## src/rtl/cc_frame_ctrl_if.sv

```systemverilog
// -----------------------------------------------------------------------------
// cc_frame_ctrl_if
//   Handshake bundle for the frame controller: the upstream pixel valid/ready
//   pair and the downstream object-record valid/ready port with its payload.
//
//   master : controller side (drives pix_ready and the record port)
//   slave  : environment side (drives pix_valid and rec_ready)
//
//   pix_valid  upstream pixel available
//   pix_ready  controller accepts a pixel this cycle
//   rec_valid  object record available
//   rec_ready  downstream accepts the record
//   rec_id     record label
//   rec_area   record area
//   rec_x      record x-sum
//   rec_y      record y-sum
// -----------------------------------------------------------------------------
interface cc_frame_ctrl_if #(
    parameter int LOC_SIZE  = 10,
    parameter int LBL_WIDTH = 8
);
    logic                 pix_valid;
    logic                 pix_ready;
    logic                 rec_valid;
    logic                 rec_ready;
    logic [LBL_WIDTH-1:0] rec_id;
    logic [LOC_SIZE-1:0]  rec_area;
    logic [LOC_SIZE-1:0]  rec_x;
    logic [LOC_SIZE-1:0]  rec_y;

    modport master (
        input  pix_valid, rec_ready,
        output pix_ready, rec_valid, rec_id, rec_area, rec_x, rec_y
    );

    modport slave (
        output pix_valid, rec_ready,
        input  pix_ready, rec_valid, rec_id, rec_area, rec_x, rec_y
    );
endinterface

```

## src/rtl/cc_frame_ctrl.sv

```systemverilog
// -----------------------------------------------------------------------------
// cc_frame_ctrl
//   Frame-level sequencer for the connected-components labeler. Walks a raster
//   pixel stream producing en/x/y, drains the labeler pipeline with forced
//   background cycles, then sweeps obj_id over every allocated label and emits
//   one record per non-empty label.
//
// Ports:
//   clk, reset_n          clock, async active-low reset
//   start                 one-cycle pulse, starts a frame from IDLE
//   bus                   pixel handshake + record port (master modport)
//   en, p_force_bg        labeler enable / force p=0 during flush
//   x, y                  current pixel coordinates
//   num_labels            labeler label counter
//   obj_id                label being read back
//   obj_area/obj_x/obj_y  labeler readback for obj_id (READ_LAT cycles)
//   busy                  high outside IDLE
//   done                  one-cycle pulse at end of sweep
// -----------------------------------------------------------------------------
module cc_frame_ctrl #(
    parameter int WIDTH        = 640,
    parameter int HEIGHT       = 480,
    parameter int LOC_SIZE     = 10,
    parameter int LBL_WIDTH    = 8,
    parameter int FLUSH_CYCLES = 4,
    parameter int READ_LAT     = 2
) (
    input  logic                 clk,
    input  logic                 reset_n,
    input  logic                 start,
    cc_frame_ctrl_if.master      bus,
    output logic                 en,
    output logic                 p_force_bg,
    output logic [LOC_SIZE-1:0]  x,
    output logic [LOC_SIZE-1:0]  y,
    input  logic [LBL_WIDTH-1:0] num_labels,
    output logic [LBL_WIDTH-1:0] obj_id,
    input  logic [LOC_SIZE-1:0]  obj_area,
    input  logic [LOC_SIZE-1:0]  obj_x,
    input  logic [LOC_SIZE-1:0]  obj_y,
    output logic                 busy,
    output logic                 done
);

    typedef enum logic [2:0] {
        S_IDLE, S_FRAME, S_FLUSH, S_ISSUE, S_WAIT, S_PRESENT, S_DONE
    } state_t;

    typedef struct packed {
        logic [LBL_WIDTH-1:0] id;
        logic [LOC_SIZE-1:0]  area;
        logic [LOC_SIZE-1:0]  xs;
        logic [LOC_SIZE-1:0]  ys;
    } rec_t;

    // One counter serves both the flush length and the readback wait.
    localparam int CNT_MAX = (FLUSH_CYCLES > READ_LAT) ? FLUSH_CYCLES : READ_LAT;
    localparam int CNT_W   = $clog2(CNT_MAX + 1);

    localparam logic [LOC_SIZE-1:0]  X_LAST     = LOC_SIZE'(WIDTH - 1);
    localparam logic [LOC_SIZE-1:0]  Y_LAST     = LOC_SIZE'(HEIGHT - 1);
    localparam logic [CNT_W-1:0]     FLUSH_LAST = CNT_W'(FLUSH_CYCLES - 1);
    localparam logic [CNT_W-1:0]     WAIT_LAST  = CNT_W'(READ_LAT - 1);
    localparam logic [LBL_WIDTH-1:0] ID_ONE     = LBL_WIDTH'(1);

    state_t               state;
    logic [CNT_W-1:0]     cnt;
    logic [LOC_SIZE-1:0]  x_q, y_q;
    rec_t                 rec_q;
    logic [LBL_WIDTH-1:0] nxt_id;
    logic                 accept;

    assign accept = (state == S_FRAME) && bus.pix_valid;
    assign nxt_id = obj_id + ID_ONE;

    // The end-of-sweep test (obj_id >= num_labels) is made on the transition
    // into ISSUE, so an exhausted sweep goes straight to DONE without spending
    // an ISSUE cycle.
    always_ff @(posedge clk or negedge reset_n) begin
        if (!reset_n) begin
            state  <= S_IDLE;
            cnt    <= '0;
            x_q    <= '0;
            y_q    <= '0;
            obj_id <= '0;
            rec_q  <= '0;
        end else begin
            case (state)
                S_IDLE: begin
                    if (start) begin
                        state <= S_FRAME;
                        x_q   <= '0;
                        y_q   <= '0;
                    end
                end
                S_FRAME: begin
                    if (accept) begin
                        if (x_q == X_LAST) begin
                            if (y_q == Y_LAST) begin
                                // last pixel: x/y hold through the flush
                                state <= S_FLUSH;
                                cnt   <= '0;
                            end else begin
                                x_q <= '0;
                                y_q <= y_q + LOC_SIZE'(1);
                            end
                        end else begin
                            x_q <= x_q + LOC_SIZE'(1);
                        end
                    end
                end
                S_FLUSH: begin
                    if (cnt == FLUSH_LAST) begin
                        obj_id <= ID_ONE;
                        state  <= (ID_ONE >= num_labels) ? S_DONE : S_ISSUE;
                    end else begin
                        cnt <= cnt + CNT_W'(1);
                    end
                end
                S_ISSUE: begin
                    cnt   <= '0;
                    state <= S_WAIT;
                end
                S_WAIT: begin
                    if (cnt == WAIT_LAST) begin
                        rec_q <= '{id: obj_id, area: obj_area, xs: obj_x, ys: obj_y};
                        if (obj_area == '0) begin
                            obj_id <= nxt_id;
                            state  <= (nxt_id >= num_labels) ? S_DONE : S_ISSUE;
                        end else begin
                            state <= S_PRESENT;
                        end
                    end else begin
                        cnt <= cnt + CNT_W'(1);
                    end
                end
                S_PRESENT: begin
                    if (bus.rec_ready) begin
                        obj_id <= nxt_id;
                        state  <= (nxt_id >= num_labels) ? S_DONE : S_ISSUE;
                    end
                end
                S_DONE: begin
                    // return every output to its idle value
                    state  <= S_IDLE;
                    cnt    <= '0;
                    x_q    <= '0;
                    y_q    <= '0;
                    obj_id <= '0;
                    rec_q  <= '0;
                end
                default: state <= S_IDLE;
            endcase
        end
    end

    assign x             = x_q;
    assign y             = y_q;
    assign en            = accept || (state == S_FLUSH);
    assign p_force_bg    = (state == S_FLUSH);
    assign bus.pix_ready = (state == S_FRAME);
    assign bus.rec_valid = (state == S_PRESENT);
    assign bus.rec_id    = rec_q.id;
    assign bus.rec_area  = rec_q.area;
    assign bus.rec_x     = rec_q.xs;
    assign bus.rec_y     = rec_q.ys;
    assign busy          = (state != S_IDLE);
    assign done          = (state == S_DONE);

endmodule

```

## src/flat_wrapper.sv

```systemverilog
// flat-port wrapper written by rule: the top's interface ports become plain ports
module cc_frame_ctrl_flat 
#(
    parameter int WIDTH        = 640,
    parameter int HEIGHT       = 480,
    parameter int LOC_SIZE     = 10,
    parameter int LBL_WIDTH    = 8,
    parameter int FLUSH_CYCLES = 4,
    parameter int READ_LAT     = 2
)
  (clk, reset_n, start, en, p_force_bg, x, y, num_labels, obj_id, obj_area, obj_x, obj_y, busy, done, bus_pix_valid, bus_rec_ready, bus_pix_ready, bus_rec_valid, bus_rec_id, bus_rec_area, bus_rec_x, bus_rec_y);
  cc_frame_ctrl_if #(.LOC_SIZE(LOC_SIZE), .LBL_WIDTH(LBL_WIDTH)) bus_i ();
  input  logic clk;
  input  logic reset_n;
  input  logic start;
  output logic en;
  output logic p_force_bg;
  output logic [LOC_SIZE-1:0] x;
  output logic [LOC_SIZE-1:0] y;
  input  logic [LBL_WIDTH-1:0] num_labels;
  output logic [LBL_WIDTH-1:0] obj_id;
  input  logic [LOC_SIZE-1:0] obj_area;
  input  logic [LOC_SIZE-1:0] obj_x;
  input  logic [LOC_SIZE-1:0] obj_y;
  output logic busy;
  output logic done;
  input wire logic [$bits(bus_i.pix_valid)-1:0] bus_pix_valid;
  input wire logic [$bits(bus_i.rec_ready)-1:0] bus_rec_ready;
  output wire logic [$bits(bus_i.pix_ready)-1:0] bus_pix_ready;
  output wire logic [$bits(bus_i.rec_valid)-1:0] bus_rec_valid;
  output wire logic [$bits(bus_i.rec_id)-1:0] bus_rec_id;
  output wire logic [$bits(bus_i.rec_area)-1:0] bus_rec_area;
  output wire logic [$bits(bus_i.rec_x)-1:0] bus_rec_x;
  output wire logic [$bits(bus_i.rec_y)-1:0] bus_rec_y;
  assign bus_i.pix_valid = bus_pix_valid;
  assign bus_i.rec_ready = bus_rec_ready;
  assign bus_pix_ready = bus_i.pix_ready;
  assign bus_rec_valid = bus_i.rec_valid;
  assign bus_rec_id = bus_i.rec_id;
  assign bus_rec_area = bus_i.rec_area;
  assign bus_rec_x = bus_i.rec_x;
  assign bus_rec_y = bus_i.rec_y;
  cc_frame_ctrl #(.WIDTH(WIDTH), .HEIGHT(HEIGHT), .LOC_SIZE(LOC_SIZE), .LBL_WIDTH(LBL_WIDTH), .FLUSH_CYCLES(FLUSH_CYCLES), .READ_LAT(READ_LAT)) u_core (.clk(clk), .reset_n(reset_n), .start(start), .bus(bus_i), .en(en), .p_force_bg(p_force_bg), .x(x), .y(y), .num_labels(num_labels), .obj_id(obj_id), .obj_area(obj_area), .obj_x(obj_x), .obj_y(obj_y), .busy(busy), .done(done));
endmodule
```

## config.mk

```make
export PLATFORM = sky130hd
export DESIGN_NAME = cc_frame_ctrl_flat
export DESIGN_NICKNAME = d
export VERILOG_FILES = /design/src/rtl/cc_frame_ctrl_if.sv /design/src/rtl/cc_frame_ctrl.sv /design/src/flat_wrapper.sv
export SDC_FILE = /design/constraint.sdc
export NUM_CORES = 1
export LEC_CHECK = 0
export ABC_AREA = 1
export BUFFER_PORTS_ARGS = -buffer_cell sky130_fd_sc_hd__buf_2
export CAP_MARGIN = 20
export CORE_ASPECT_RATIO = 0.9
export CORE_MARGIN = 5
export CORE_UTILIZATION = 35
export CTS_CLUSTER_SIZE = 12
export DETAILED_ROUTE_END_ITERATION = 10
export GPL_TIMING_DRIVEN = 0
export PLACE_DENSITY_LB_ADDON = 0.12
export SYNTH_ARGS = -nofsm -noshare
export SYNTH_HDL_FRONTEND = slang
export SYNTH_SLANG_ARGS = --single-unit
export TNS_END_PERCENT = 30
```

## constraint.sdc

```tcl
create_clock -name clk -period 2.25 [get_ports clk]
set_clock_uncertainty 0.05 [all_clocks]
set_input_delay 0.1125 -clock clk [delete_from_list [all_inputs] [get_ports clk]]
set_output_delay 0.1125 -clock clk [all_outputs]
set_load 0.01 [all_outputs]
```

Yosys cells after proc, flatten, opt, wreduce, memory -nomap -nowiden
Index checks and enable logic that the tools add are counted.
- flip-flop bits (word level): 72
- bits of input ports: 43
- word-level logic and storage cells: 86
- add/sub/neg operators: 4
- order comparisons: 2
- equal/unequal tests: 22
- multiplexer cells: 33
- reduce and logical (&&, ||, !) cells: 16
- operator list (operator ; count):
    one-hot mux 38 bit (2 select lines) ; 1
    2-to-1 mux 10 bit ; 7
    one-hot mux 10 bit (3 select lines) ; 2
    2-to-1 mux 3 bit ; 15
    2-to-1 mux 38 bit ; 1
    2-to-1 mux 8 bit ; 4
    one-hot mux 8 bit (4 select lines) ; 1
    adder 10 x 1 -> 10 bit, second input constant ; 2
    one-hot mux 3 bit (6 select lines) ; 1
    != test 2 x 1 -> 1 bit, second input constant ; 6
    one-hot mux 3 bit (4 select lines) ; 1
    == test 10 bit, second input constant ; 1
    == test 10 x 9 -> 1 bit, second input constant ; 1
    zero test 10 bit ; 1
    != test 2 bit, second input constant ; 5
    AND reduction 5 bit ; 2
    == test 3 x 2 -> 1 bit, second input constant ; 3
    == test 3 bit, second input constant ; 3
    adder 8 x 1 -> 8 bit, second input constant ; 1
    greater-or-equal comparator 1 x 8 -> 1 bit, first input constant ; 1
    greater-or-equal comparator 8 bit ; 1
    nonzero test 4 bit ; 2
    AND reduction 7 bit ; 1
    == test 3 x 1 -> 1 bit, second input constant ; 2
    11 further kinds ; 12

Longest topological paths before layout
- depth in word-level cells: 6
- mapped depth: 15
- mapped depth without buffers: 15

Worst setup path after synthesis
No wires, ideal clock.
- path type: flip-flop to flip-flop
- start point: register u_core.obj_id[0]
- end point: register u_core.state[0]
- library setup time: 0.120 ns
- arrival: 1.776 ns
- data required time: 2.080 ns
- setup slack: 0.304 ns
- cell stages (with the launch flop): 13
- path buffers: 0
- cells stage by stage: dfrtp_1 ha_1 nand3_1 nor2_1 nand2_1 xor2_1 ha_1 nand2_1 o21a_1 nand3_1 nand2_1 nand2_1 nand2_1
- word-level cells in the longest chain between the ends: 6
- elaborated cells on any way between the ends: 7
- classes of those cells: add/sub (1); order compare (1); mux (5)
- RTL lines (item ; RTL line ; source):
    start, declared ; cc_frame_ctrl.sv:37 ; output logic [LBL_WIDTH-1:0] obj_id,
    start signal, assigned ; cc_frame_ctrl.sv:128 ; obj_id <= nxt_id;
    start signal, assigned ; cc_frame_ctrl.sv:139 ; obj_id <= nxt_id;
    adder 8 x 1 -> 8 bit * ; cc_frame_ctrl.sv:74 ; assign nxt_id = obj_id + ID_ONE;
    greater-or-equal comparator 8 bit * ; cc_frame_ctrl.sv:129, cc_frame_ctrl.sv:140 ;
    2-to-1 mux 3 bit * ; cc_frame_ctrl.sv:129, cc_frame_ctrl.sv:140 ;
    2-to-1 mux 3 bit ; cc_frame_ctrl.sv:127 ; if (obj_area == '0) begin
    2-to-1 mux 3 bit ; cc_frame_ctrl.sv:125 ; if (cnt == WAIT_LAST) begin
    one-hot mux 3 bit (6 select lines) * ; cc_frame_ctrl.sv:88 ; case (state)
    end signal, assigned ; cc_frame_ctrl.sv:115 ; state <= (ID_ONE >= num_labels) ? S_DONE : S_ISSUE;
    end signal, assigned ; cc_frame_ctrl.sv:129 ; state <= (nxt_id >= num_labels) ? S_DONE : S_ISSUE;
    end signal, assigned ; cc_frame_ctrl.sv:140 ; state <= (nxt_id >= num_labels) ? S_DONE : S_ISSUE;
    end, declared ; cc_frame_ctrl.sv:66 ; state_t state;
Mark *: on every way between the ends. The rest lies on a longest branch, timed or not. The select of a mux whose other input is x is not followed.
A chain may end at the register's enable or synchronous reset.

Final worst setup path
- start point: register u_core.obj_id[1]
- end point: register u_core.state[0]
Same word-level chain as after synthesis.

==> results.json <==
{
  "crit_path_frequent_cell": "nand2_1",
  "synth-xor-area-share_pct": 2.61,
  "muxShareOfSynthArea_pct": 0,
  "fin_nets": 749,
  "ir_drop_mv": 0.354,
  "route.vias.total": 4000,
  "cp_cell_sequence": "ha_1 -> nand3_1 -> nor2_1 -> nand2_1 -> xor2_2 -> ha_1 -> nand2_1 -> o21a_1 -> nand3_1 -> nand2_1 -> nand2_1 -> nand2_1",
  "place_area_mm2": 0.00482,
  "portBuffers": 114,
  "pin_count": 115,
  "max_stage_delay_ps": 430,
  "area_growth_syn_to_layout_pct": 34.6,
  "first_iter_violations": 247,
  "ant_nets": 0,
  "power_density_mw_per_mm2": 963,
  "drc_errors": 0,
  "final_cell_mix": "nand2_1 (166), buf_2 (125), nand3_1 (97)",
  "grt_pass1_vias": 3844,
  "critPathBufInv": 0,
  "synth-compound-area-share_pct": 4.76,
  "path_max_fanout": 5,
  "synth_edf_count": 0,
  "cp_top_family": "simple AND/OR/NAND/NOR gates",
  "drt-vias-per-instance": 4.69,
  "hold_depth": 6,
  "finalHoldViolations": 0,
  "endpoint_kind": "flop",
  "grt-ovfl-total": 0,
  "mostFrequentLayoutCell": "nand2_1",
  "synthSimpleGateAreaFrac_pct": 36.0,
  "slew_viol_final": 0,
  "worst-endpoint-required_ps": 2430,
  "post-place-ws_ps": 84.6,
  "layout-drive-gt1-share_pct": 24.4,
  "clkLatencyLatePin_ps": 340,
  "grt_pass1_wl_um": 18900,
  "die_w_um": 123,
  "slew_headroom_pct": 67.4,
  "diodes": 0,
  "fin_crit_sh_pct": 93.3,
  "dp_hpwl_um": 8430,
  "fp.dieArea_mm2": 0.0137,
  "drt_wl_total_um": 11500,
  "r2r_slack_ps": 150,
  "setup_tns_ps": 0,
  "syn_nets": 592,
  "synth_area_leaders": "dfrtp_1 (45%), nand2_1 (15%), nand3_1 (12%)",
  "groute.usage.overall_pct": 17.3,
  "die_y_um": 112,
  "yosysTopAreaCell": "dfrtp_1",
  "rsz0062_at_grt": "no",
  "hold_class": "in -> reg",
  "avgSynthCellArea_um2": 7.51,
  "cts_buffer_depth": 2,
  "cts-root-buf": "clkbuf_16",
  "synth_cell_types": 33,
  "finalSetupViolations": 0,
  "r2r_cells": 12,
  "startpoint_type": "flop",
  "gp_congestion": 0.792,
  "grt_max_degree": 50,
  "arrival_ps": 2280,
  "slowest_stage": "dfrtp_1",
  "cts_setup_buffers": 0,
  "synth_top_family_by_area": "simple AND/OR/NAND/NOR gates",
  "period_minus_slack_ps": 2100,
  "cts_tree": "yes",
  "hold_start": "bus_rec_ready",
  "setup_ws_ps": 150,
  "final-instance-count-excl-fill": 852,
  "synthArstFlopShare_pct": 100,
  "synth_seq_cells": 72,
  "yosys.area_share.adder_pct": 4.36,
  "worstMarginPinSlew_ps": 490,
  "finalPower_mw": 5.21,
  "path_clk_slew_ps": 50,
  "synth_top_area_share_pct": 44.8,
  "dr.pass1.iters": 4,
  "initial_utilization_pct": 35.4,
  "synth_cells": 535,
  "antenna_found_initial": 0,
  "numClockSinks": 72,
  "cap_violations": 0,
  "design_area_mm2": 0.00541,
  "fmax_ghz": 0.476,
  "yosys_warnings": 0,
  "fillers": 1115,
  "worstReg2RegStart": "u_core.obj_id[1]$_DFFE_PN0P_",
  "leakagePower_nw": 3.06,
  "whs_endpoint": "u_core.state[2]$_DFFE_PN0P_",
  "core_mm2": 0.0113,
  "status": "completed",
  "synthesis.area_mm2": 0.00402,
  "cts_buffers": 9,
  "h-tree-depth": 3,
  "crit_type": "reg -> reg",
  "reg2reg_to": "u_core.state[0]$_DFFE_PN0P_",
  "synth_ff_type": "dfrtp_1",
  "rows": 37,
  "seq_area_frac_synth_pct": 44.8,
  "wl_per_cell_um": 13.5,
  "dp_cells": 806
}
[synth_stat cells (7+ instances only)]
cell type / number
nor2_1: 36
inv_2: 7
nand2_1: 166
o21ai_1: 15
nand3_1: 97
dfrtp_1: 72
xor2_1: 11
inv_1: 46
buf_2: 12
a21oi_1: 7
nor3_1: 9
ha_1: 14
[flip-flops by register name, summed over array words and instances (netlist names)]
signal / flops
u_core.x: 10
u_core.y: 10
u_core.obj_id: 8
u_core.state: 3
u_core.bus.rec_x: 10
u_core.bus.rec_area: 10
u_core.cnt: 3
u_core.bus.rec_y: 10
u_core.bus.rec_id: 8
[what timing repair did]
| action | in CTS | in global routing |
|---|---|---|
| resized for setup | 0 | 4 |
| hold endpoints to repair | 72 | 0 |
| endpoints found under the setup margin | 0 | 2 |
| hold buffers | 31 | 0 |
[worst max-delay path by stage]
stage / cells after the start / from / slack, ps / to
5_1_grt: 8 / u_core.y[0]$_DFFE_PN0P_ / 3 / u_core.x[4]$_DFFE_PN0P_
4_1_cts: 13 / u_core.obj_id[0]$_DFFE_PN0P_ / 60 / u_core.state[2]$_DFFE_PN0P_
6_report: 12 / u_core.obj_id[1]$_DFFE_PN0P_ / 150 / u_core.state[0]$_DFFE_PN0P_
3_3_place_gp: 13 / u_core.obj_id[0]$_DFFE_PN0P_ / 110 / u_core.state[2]$_DFFE_PN0P_
2_1_floorplan: 12 / u_core.obj_id[0]$_DFFE_PN0P_ / 300 / u_core.state[0]$_DFFE_PN0P_
3_5_place_dp: 13 / u_core.obj_id[0]$_DFFE_PN0P_ / 80 / u_core.state[2]$_DFFE_PN0P_
[worst reg2reg max path: stages, from the launching register on]
cell and delay, ps:
dfrtp_1 430, ha_1 220, nand3_1 110, nor2_1 110
nand2_1 90, xor2_2 170, ha_1 280, nand2_1 60
o21a_1 210, nand3_1 90, nand2_1 70, nand2_1 60
nand2_1 50
[where the power goes]
group / total (mW) / internal (mW) / switching [mW]
Combinational: 2.16 / 0.744 / 1.41
Sequential: 1.72 / 1.52 / 0.208
Clock: 1.33 / 0.796 / 0.533
Total: 5.21 / 3.06 / 2.16
[cells by family (layout without fill, tap and decap cells)]
group	count (synthesis)	count (layout)
buffers and inverters	73	234
xor gates and xnor gates	12	12
AOI/OAI and AO/OA	33	33
DFF	72	72
and+or+nand+nor	331	331
adders and majority gates	14	14
[stage by stage]
step,hold slack (ps),utilization [%]
6_report,99.2,47.7
5_1_grt,129,47.7
4_1_cts,78.9,47.6
3_5_place_dp,6.84,42.5
3_3_place_gp,297,42.2
2_1_floorplan,-233,-
[cell type report]
class | count | area (µm²) | share of cell area, %
tap | 156 | 195 | 3.61
buffer | 19 | 97.6 | 1.80
clock inverter | 3 | 17.5 | 0.324
clock buffer | 12 | 256 | 4.74
sequential | 72 | 1810 | 33.4
inverter | 54 | 203 | 3.75
multi-input combinational | 390 | 1930 | 35.6
timing repair buffer | 146 | 911 | 16.8
[metal layers]
layer / up-vias / routed length, µm / global-route usage, %
li1: 2053 / - / -
met2: 101 / 5080 / 26.4
met4: 0 / 206 / 6.94
met5: - / 0 / 0
met1: 1830 / 5590 / 23.7
met3: 16 / 591 / 4.06
Power figures use the tool's default switching activity.
